==> src/rtl/hls_phi_add_unit.sv <==
// hls_phi_add_unit: loop-carried-value unit for generated HLS datapaths.
// A branch register remembers the most recently exited basic block, a phi
// selector picks the incoming value whose predecessor ID matches it (lowest
// pair wins on ties), and an adder adds an operand to the selected value.
// The sum can be captured into a result register. There is no sequencing
// here; the enclosing controller strobes br_en and res_ld.
module hls_phi_add_unit #(
   parameter int NB_PAIR  = 2,
   parameter int WIDTH    = 8,
   parameter int BB_WIDTH = 32
) (
   input  logic                        clk,
   input  logic                        rst,
   input  logic [NB_PAIR*WIDTH-1:0]    phi_in,
   input  logic [NB_PAIR*BB_WIDTH-1:0] phi_s,
   input  logic                        br_en,
   input  logic [BB_WIDTH-1:0]         br_from,
   input  logic [WIDTH-1:0]            add_in1,
   input  logic                        res_ld,
   output logic [BB_WIDTH-1:0]         last_block,
   output logic [WIDTH-1:0]            phi_out,
   output logic                        phi_hit,
   output logic [WIDTH-1:0]            add_out,
   output logic                        add_cout,
   output logic [WIDTH-1:0]            res_q
);

   logic [BB_WIDTH-1:0] last_block_q;
   logic [BB_WIDTH-1:0] last_block_d;
   logic [WIDTH-1:0]    result_q;
   logic [WIDTH-1:0]    result_d;

   logic [NB_PAIR-1:0]  pair_match;
   logic [WIDTH-1:0]    pair_val [NB_PAIR];
   logic [WIDTH-1:0]    sel_val;
   logic                sel_hit;
   logic [WIDTH:0]      sum_full;

   // Unpack the pairs and compare each predecessor ID against the
   // registered branch ID in parallel.
   generate
      for (genvar gi = 0; gi < NB_PAIR; gi++) begin : g_pair
         assign pair_val[gi]   = phi_in[gi*WIDTH +: WIDTH];
         assign pair_match[gi] = (phi_s[gi*BB_WIDTH +: BB_WIDTH] == last_block_q);
      end
   endgenerate

   // Priority select: the first matching pair (lowest index) wins; no match
   // yields zero so the adder sees a defined operand.
   always_comb begin
      sel_val = '0;
      sel_hit = 1'b0;
      for (int i = 0; i < NB_PAIR; i++) begin
         if (pair_match[i] && !sel_hit) begin
            sel_val = pair_val[i];
            sel_hit = 1'b1;
         end
      end
   end

   // Unsigned add one bit wider than the data so the carry is kept.
   always_comb begin
      sum_full = {1'b0, sel_val} + {1'b0, add_in1};
   end

   // Next-state for both registers; each holds unless its strobe is high.
   // The result register samples the sum built from the current (old)
   // last_block, so a simultaneous branch only affects the next cycle.
   always_comb begin
      last_block_d = last_block_q;
      result_d     = result_q;
      if (br_en) begin
         last_block_d = br_from;
      end
      if (res_ld) begin
         result_d = sum_full[WIDTH-1:0];
      end
   end

   // State registers with synchronous active-low reset taking priority.
   always_ff @(posedge clk) begin
      if (!rst) begin
         last_block_q <= '0;
         result_q     <= '0;
      end else begin
         last_block_q <= last_block_d;
         result_q     <= result_d;
      end
   end

   assign last_block = last_block_q;
   assign phi_out    = sel_val;
   assign phi_hit    = sel_hit;
   assign add_out    = sum_full[WIDTH-1:0];
   assign add_cout   = sum_full[WIDTH];
   assign res_q      = result_q;

endmodule

==> config.mk <==
export PLATFORM = sky130hd
export DESIGN_NAME = hls_phi_add_unit
export DESIGN_NICKNAME = d
export VERILOG_FILES = /design/src/rtl/hls_phi_add_unit.sv
export SDC_FILE = /design/constraint.sdc
export NUM_CORES = 1
export LEC_CHECK = 0
export ABC_CLOCK_PERIOD_IN_PS = 7000
export CAP_MARGIN = 20
export CORE_MARGIN = 5
export CORE_UTILIZATION = 25
export DETAILED_ROUTE_END_ITERATION = 7
export SETUP_SLACK_MARGIN = 0.1
export SLEW_MARGIN = 10
export SYNTH_ARGS = -nofsm -noshare
export SYNTH_HDL_FRONTEND = slang
export SYNTH_SLANG_ARGS = --single-unit
==> constraint.sdc <==
create_clock -name clk -period 7 [get_ports clk]
set_input_delay 2.1 -clock clk [delete_from_list [all_inputs] [get_ports clk]]
set_output_delay 2.1 -clock clk [all_outputs]
set_load 0.01 [all_outputs]
==> results of run 1 <==
-- Yosys cell counts, drive strengths merged --
| cell | n |
|---|---|
| a211oi | 1 |
| a21o | 4 |
| a21oi | 4 |
| a31o | 1 |
| a31oi | 1 |
| and3 | 9 |
| buf | 3 |
| clkbuf | 7 |
| dfxtp | 40 |
| fa | 1 |
| ha | 8 |
| inv | 2 |
| mux2 | 8 |
| mux2i | 36 |
| nand2 | 6 |
| nand3 | 3 |
| nand3b | 1 |
| nand4 | 17 |
| nand4b | 1 |
| nor2 | 3 |
| nor2b | 36 |
| nor3 | 3 |
| nor4 | 4 |
| o211a | 1 |
| o211ai | 1 |
| o21ai | 3 |
| o21bai | 2 |
| or2 | 1 |
| xnor2 | 68 |
| xor2 | 2 |
-- sequential cells by signal, summed over array words and instances, names as in the netlist --
| signal | flops |
|---|---|
| last_block | 32 |
| res_q | 8 |
-- worst max-delay path, delay by kind of cell --
family | cells | cell delay, ns
muxes | 1 | 0.33
xor gates and xnor gates | 2 | 0.26
and+or+nand+nor | 3 | 0.58
buffers and inverters | 4 | 0.59
AOI/OAI and AO/OA | 4 | 0.61
adders and majority gates | 1 | 0.37
-- routing by layer --
| layer | vias to the layer above | global-route usage | wire [um] | share of wire |
|---|---|---|---|---|
| met2 | 115 | 0.268 | 5070 | 0.49 |
| met5 | - | 0 | 0 | 0 |
| met1 | 1277 | 0.171 | 4090 | 0.40 |
| li1 | 1389 | - | - | - |
| met3 | 19 | 0.0477 | 836 | 0.081 |
| met4 | 0 | 0.0404 | 267 | 0.026 |
-- metrics by stage --
stage / hold WS [ns] / util
3_5_place_dp: 0.498 / 0.450
4_1_cts: 0.513 / 0.468
3_3_place_gp: 0.490 / 0.450
6_report: 0.501 / 0.476
2_1_floorplan: 0.511 / -
5_1_grt: 0.535 / 0.476
-- final cells by class --
class | count | area (sq um)
Timing Repair Buffer | 216 | 1930
Sequential cell | 40 | 801
Inverter | 2 | 7.51
Clock inverter | 1 | 30.0
Fill cell | 1061 | 5610
Tap cell | 140 | 175
Multi-Input combinational cell | 225 | 2050
Clock buffer | 7 | 96.3
-- power by group --
group / switching [uW] / leakage (uW) / total [uW] / internal, uW
clock: 81.9 / 0.0000645 / 208 / 126
sequential: 19.3 / 0.000330 / 261 / 241
combinational: 69.7 / 0.00182 / 199 / 129
total: 171 / 0.00221 / 667 / 496
-- repair_timing --
| item | in CTS | in global routing |
|---|---|---|
| gates resized for setup | 191 | 21 |
| buffers inserted | 8 | 4 |
| pin swaps | 78 | 37 |
| setup endpoints to repair | 8 | 7 |
-- worst max-delay path by stage --
stage                             to  slack, ns  cells past startpoint
final                     add_out[6]       0.07                     15
after global routing      add_out[6]      -0.08                     15
after CTS                 add_out[6]       0.07                     15
after detailed placement  add_out[7]      -1.00                     14
after global placement    add_out[7]      -0.95                     15
after floorplan           add_out[6]       0.25                     12
-- kinds of logic after synthesis --
group | share of synthesized area
AND/OR/NAND/NOR | 0.202
XOR/XNOR | 0.227
multiplexers | 0.167
flip-flops | 0.297
AO/OA/AOI/OAI | 0.0445
buffers and inverters | 0.0181
adder cells (fa/ha/maj) | 0.0445
==> out/metrics.yaml, run 1 <==
timing:
  slew_headroom: 0.322
  hold_viol: 0
  finalClockSkew_ns: 0.00690
  fmax_mhz: 144
  fin_crit_sh: 0.991
  fin_tns_setup_ns: 0
  finalCriticalPeriod_ns: 6.93
  tightest_slew_ns: 1.02
  grt_setup_unrepaired: "yes"
  drv_slew: 0
  finalSetupViolations: 0
  worst_slack_ns: 0.0664
hold_path:
  hold_path_end: "res_q[7]"
  min_from: "res_q[7]"
  hold_path_depth: 2
  min_path_type: "register to register"
critical_path:
  cpMaxStageDelayCell: "fa_2"
  cp_cell_sequence: "buf_2 -> xnor2_1 -> nand4_1 -> nor4_2 -> buf_4 -> nand2_4 -> buf_6 -> mux2_4 -> fa_2 -> a21o_1 -> a21oi_2 -> o21bai_2 -> a21oi_2 -> xnor2_1 -> buf_2"
  worstPathRequired_ns: 4.90
  rr_endpoint: "res_q[4]"
  r2r_slack_ns: 3.64
  crit_path_start: "phi_s[13]"
  critical_path_class: "primary input to output pin"
  r2r_start: "last_block[9]"
  cp-start-kind: "primary input"
  r2r_cells: 16
  cpPeakStageDelay_ns: 0.37
  cp-end-kind: "output pin"
  worst-endpoint-arrival_ns: 4.83
  critPathMaxFanout: 7
power:
  ir_drop_uv: 127
  power_uw: 667
  p_per_area_nw_per_um2: 131
  power.leakage_uw: 0.00221
placed_design:
  place_area_sq_um: 4810
  port_buffers: 181
  dp_slack_ns: -1.00
  placed_cells: 611
  dp_hpwl_um: 8080
  place_congestion: 0.871
layout:
  mostFrequentLayoutCell: "clkdlybuf4s50_1"
  antenna_cells: 0
  design_area_sq_um: 5090
  final_nets: 623
  final_cells: 631
  drive_above_1_share: 0.224
  layout_common_cells: "clkdlybuf4s50_1, xnor2_1, dfxtp_1"
  area_growth_pct: 88.7
detailed_routing:
  wire_per_inst_um: 16.3
  drc_errors: 0
  drt_iter0_drc: 94
  totalWireLength_um: 10300
  ant_nets: 0
  num_vias: 2800
  avgViaCountPerCell: 4.44
  dr.pass1.iters: 4
synthesis:
  synth_area_sq_um: 2700
  synth_cells: 277
  ys_warn_count: 0
  ys_top_cells_by_area: "dfxtp_1, xnor2_1, mux2i_1, nor2b_1, nand4_1"
  yosysTopAreaCellShare: 0.297
  yosys.area.top_type: "dfxtp_1"
  ys_ff_latch: 40
  syn-num-nets: 410
  syn_avg_cell_area_sq_um: 9.74
  ys_types: 33
  ys_seq_area_frac: 0.297
clock_network:
  cts_tree: "built"
  clkLatencyLatePin_ns: 0.29
  cts.sinks: 40
  ctsHoldBuffers: 0
  h-tree-depth: 2
  clk_pin_slew_worst_paths_ns: 0.07
  cts_root_buf: "clkbuf_8"
  cts_buffer_depth: 2
  cts-buffers-inserted: 5
grt:
  first_global_vias: 2952
  grt_max_degree: 47
  grt_pass1_wl_um: 15300
  grt-ovfl-total: 0
  grtUsageTotal: 0.150
  antenna_found_initial: 0
die:
  die-area_sq_um: 13000
  die_h_um: 114
  die_w_um: 114
  boundaryPins: 182
  row_count: 38
  core_area_sq_um: 10700
  start_util: 0.252
run_status:
  outcome: "complete, no violations"
flow_run:
  drv_cap: 0
No activity file was read; power rests on OpenSTA's default activity.
==> run 2: changes to the inputs <==
CTS_CLUSTER_SIZE = 25   (was not set)
MAX_ROUTING_LAYER = met4   (was not set)
==> run 2 against run 1 <==
  * Wire length shrank 0.62%
  * Global-route usage rose by 0.27 points
  * Die area unchanged
  * Sequential power is essentially flat
  * Flip-flop and latch count unchanged
  * Count of clock-buffer cells in the layout down 2
  * Critical path type unchanged
  * Largest power group unchanged
==> out/metrics.yaml, run 2 (synthesis gave the netlist of run 1 again) <==
layout:
  n_fill_cell: 1025  # -3.4%
  final_nets: 619  # -0.64%
  antenna_cells: 0  # unchanged
  final_cells: 627  # -0.63%
  mostFrequentLayoutCell: "clkdlybuf4s50_1"
  area_growth_pct: 90.9
  largest_reg_flops: 32  # unchanged
  final_util: 0.481  # +0.00550
  drive_above_1_share: 0.232  # +0.00800
  layout_common_cells: "clkdlybuf4s50_1, xnor2_1, dfxtp_1"
  design_area_sq_um: 5150  # +1.2%
detailed_routing:
  avgViaCountPerCell: 4.43  # -0.15%
  totalWireLength_um: 10200  # -0.62%
  dr.pass1.iters: 4  # unchanged
  drt_iter0_drc: 85  # -9.6%
  ant_nets: 0  # unchanged
  drc_errors: 0  # unchanged
  num_vias: 2778  # -0.79%
  wire_per_inst_um: 16.3  # about the same
flow_run:
  drv_cap: 0  # unchanged
critical_path:
  crit_top_cell: "xnor2_1"
  cp-end-kind: "output pin"
  cpMaxStageDelayCell: "nor4_4"
  worstPathRequired_ns: 4.90  # about the same
  cpPeakStageDelay_ns: 0.41  # +0.04 ns
  critPathMaxFanout: 3  # -4
  worst-endpoint-arrival_ns: 4.83  # about the same
  critical_path_class: "primary input to output pin"
  cp-start-kind: "primary input"
  cp_cell_sequence: "clkdlybuf4s15_1 -> xnor2_1 -> nand4_1 -> nor4_4 -> nand2_4 -> buf_6 -> mux2_4 -> ha_4 -> a21o_1 -> a211oi_2 -> o21ai_1 -> nand2_1 -> xnor2_1 -> buf_2"
die:
  row_count: 38  # unchanged
  die-area_sq_um: 13000  # unchanged
  die_w_um: 114  # unchanged
  boundaryPins: 182  # unchanged
  core_area_sq_um: 10700  # unchanged
  die_h_um: 114  # unchanged
  start_util: 0.252  # unchanged
clock_network:
  h-tree-depth: 2  # unchanged
  clk_pin_slew_worst_paths_ns: 0.08  # about the same
  cts_tree: "built"
  cts.sinks: 40  # unchanged
  ctsHoldBuffers: 0  # unchanged
  clkLatencyLatePin_ns: 0.30  # about the same
  cts_root_buf: "clkbuf_8"
  cts-buffers-inserted: 5  # unchanged
  cts_buffer_depth: 2  # unchanged
run_status:
  outcome: "complete, no violations"
power:
  power_uw: 659  # -1.2%
  p_per_area_nw_per_um2: 128  # -2.3%
  ir_drop_uv: 102  # -19%
  power.leakage_uw: 0.00233  # +5.2%
grt:
  grt-ovfl-total: 0  # unchanged
  grt_max_degree: 47  # unchanged
  first_global_vias: 2916  # -1.2%
  grtUsageTotal: 0.152  # +0.00274
  antenna_found_initial: 0  # unchanged
  grt_pass1_wl_um: 15200  # -0.99%
timing:
  hold_viol: 0  # unchanged
  finalClockSkew_ns: 0.00835  # +0.00145 ns
  finalSetupViolations: 0  # unchanged
  fin_tns_setup_ns: 0  # unchanged
  tightest_slew_ns: 1.01  # -0.00911 ns
  finalCriticalPeriod_ns: 6.93  # -0.00858 ns
  slew_headroom: 0.328  # +0.00607
  fmax_mhz: 144  # +0.12%
  grt_setup_unrepaired: "yes"
  fin_crit_sh: 0.989  # -0.00123
  drv_slew: 0  # unchanged
placed_design:
  placed_cells: 611  # unchanged
  place_area_sq_um: 4810  # unchanged
  place_congestion: 0.884  # +1.5%
  port_buffers: 181  # unchanged
  dp_hpwl_um: 8020  # -0.77%
hold_path:
  min_path_type: "register to register"
## run 2: changes by cell type in the layout (fill, tap and decap cells not counted), sizes merged
| cell | change |
|---|---|
| clkinv | +2 |
| buf | -6 |
| dlygate4sd2 | -17 |
| clkdlybuf4s50 | +4 |
| dlymetal6s2s | +13 |
| clkbuf | -2 |
| clkdlybuf4s15 | +2 |
## run 2: repair_timing
item,4_1_cts,5_1_grt
pin swaps,63,53
setup endpoints to repair,8,7
setup buffers,5,3
gates resized for setup,164,45
## run 2: worst paths after layout
kind	from	slack, ns	depth (start not counted)	end
hold reg to reg	res_q[7]	0.50	2	res_q[7]
hold / removal	res_q[7]	0.50	2	res_q[7]
setup / recovery	phi_s[24]	0.07	14	add_out[7]
setup reg to reg	last_block[9]	3.76	13	res_q[5]
## run 2: through the flow
stage	setup WS (ns)	hold slack, ns
6_report	0.0749	0.503
5_1_grt	-0.0889	0.519
4_1_cts	0.0340	0.509
3_5_place_dp	-1.00	0.493
3_3_place_gp	-0.948	0.489
2_1_floorplan	0.248	0.511
## run 2: layout make-up
| cell class | count | area, sq um | share of cell area |
|---|---|---|---|
| timing repair buffer | 212 | 1950 | 0.379 |
| inverter | 2 | 7.51 | 0.00146 |
| clock buffer | 5 | 68.8 | 0.0134 |
| clock inverter | 3 | 47.5 | 0.00923 |
| multi-input combinational | 225 | 2100 | 0.407 |
| tap | 140 | 175 | 0.0340 |
| sequential | 40 | 801 | 0.155 |
## run 2: layer usage
layer | GRT usage | wire [um] | share of wire
met1 | 0.180 | 4230 | 0.41
met2 | 0.249 | 5030 | 0.49
met3 | 0.0414 | 706 | 0.069
met4 | 0.0546 | 238 | 0.023
met5 | - | 0 | 0
## run 2: report_power, final
| part | internal, uW | total (uW) | switching, uW |
|---|---|---|---|
| logic | 132 | 202 | 70.3 |
| registers | 241 | 261 | 20.1 |
| clock network | 107 | 196 | 88.1 |
| total | 481 | 659 | 178 |
## run 2: worst max-delay path: cells and delay by family
kind	cells	cell delay, ns
compound gates	3	0.65
xor+xnor	2	0.27
fa+ha+maj	1	0.24
buf+inv	3	0.46
mux	1	0.33
simple gates	4	0.76
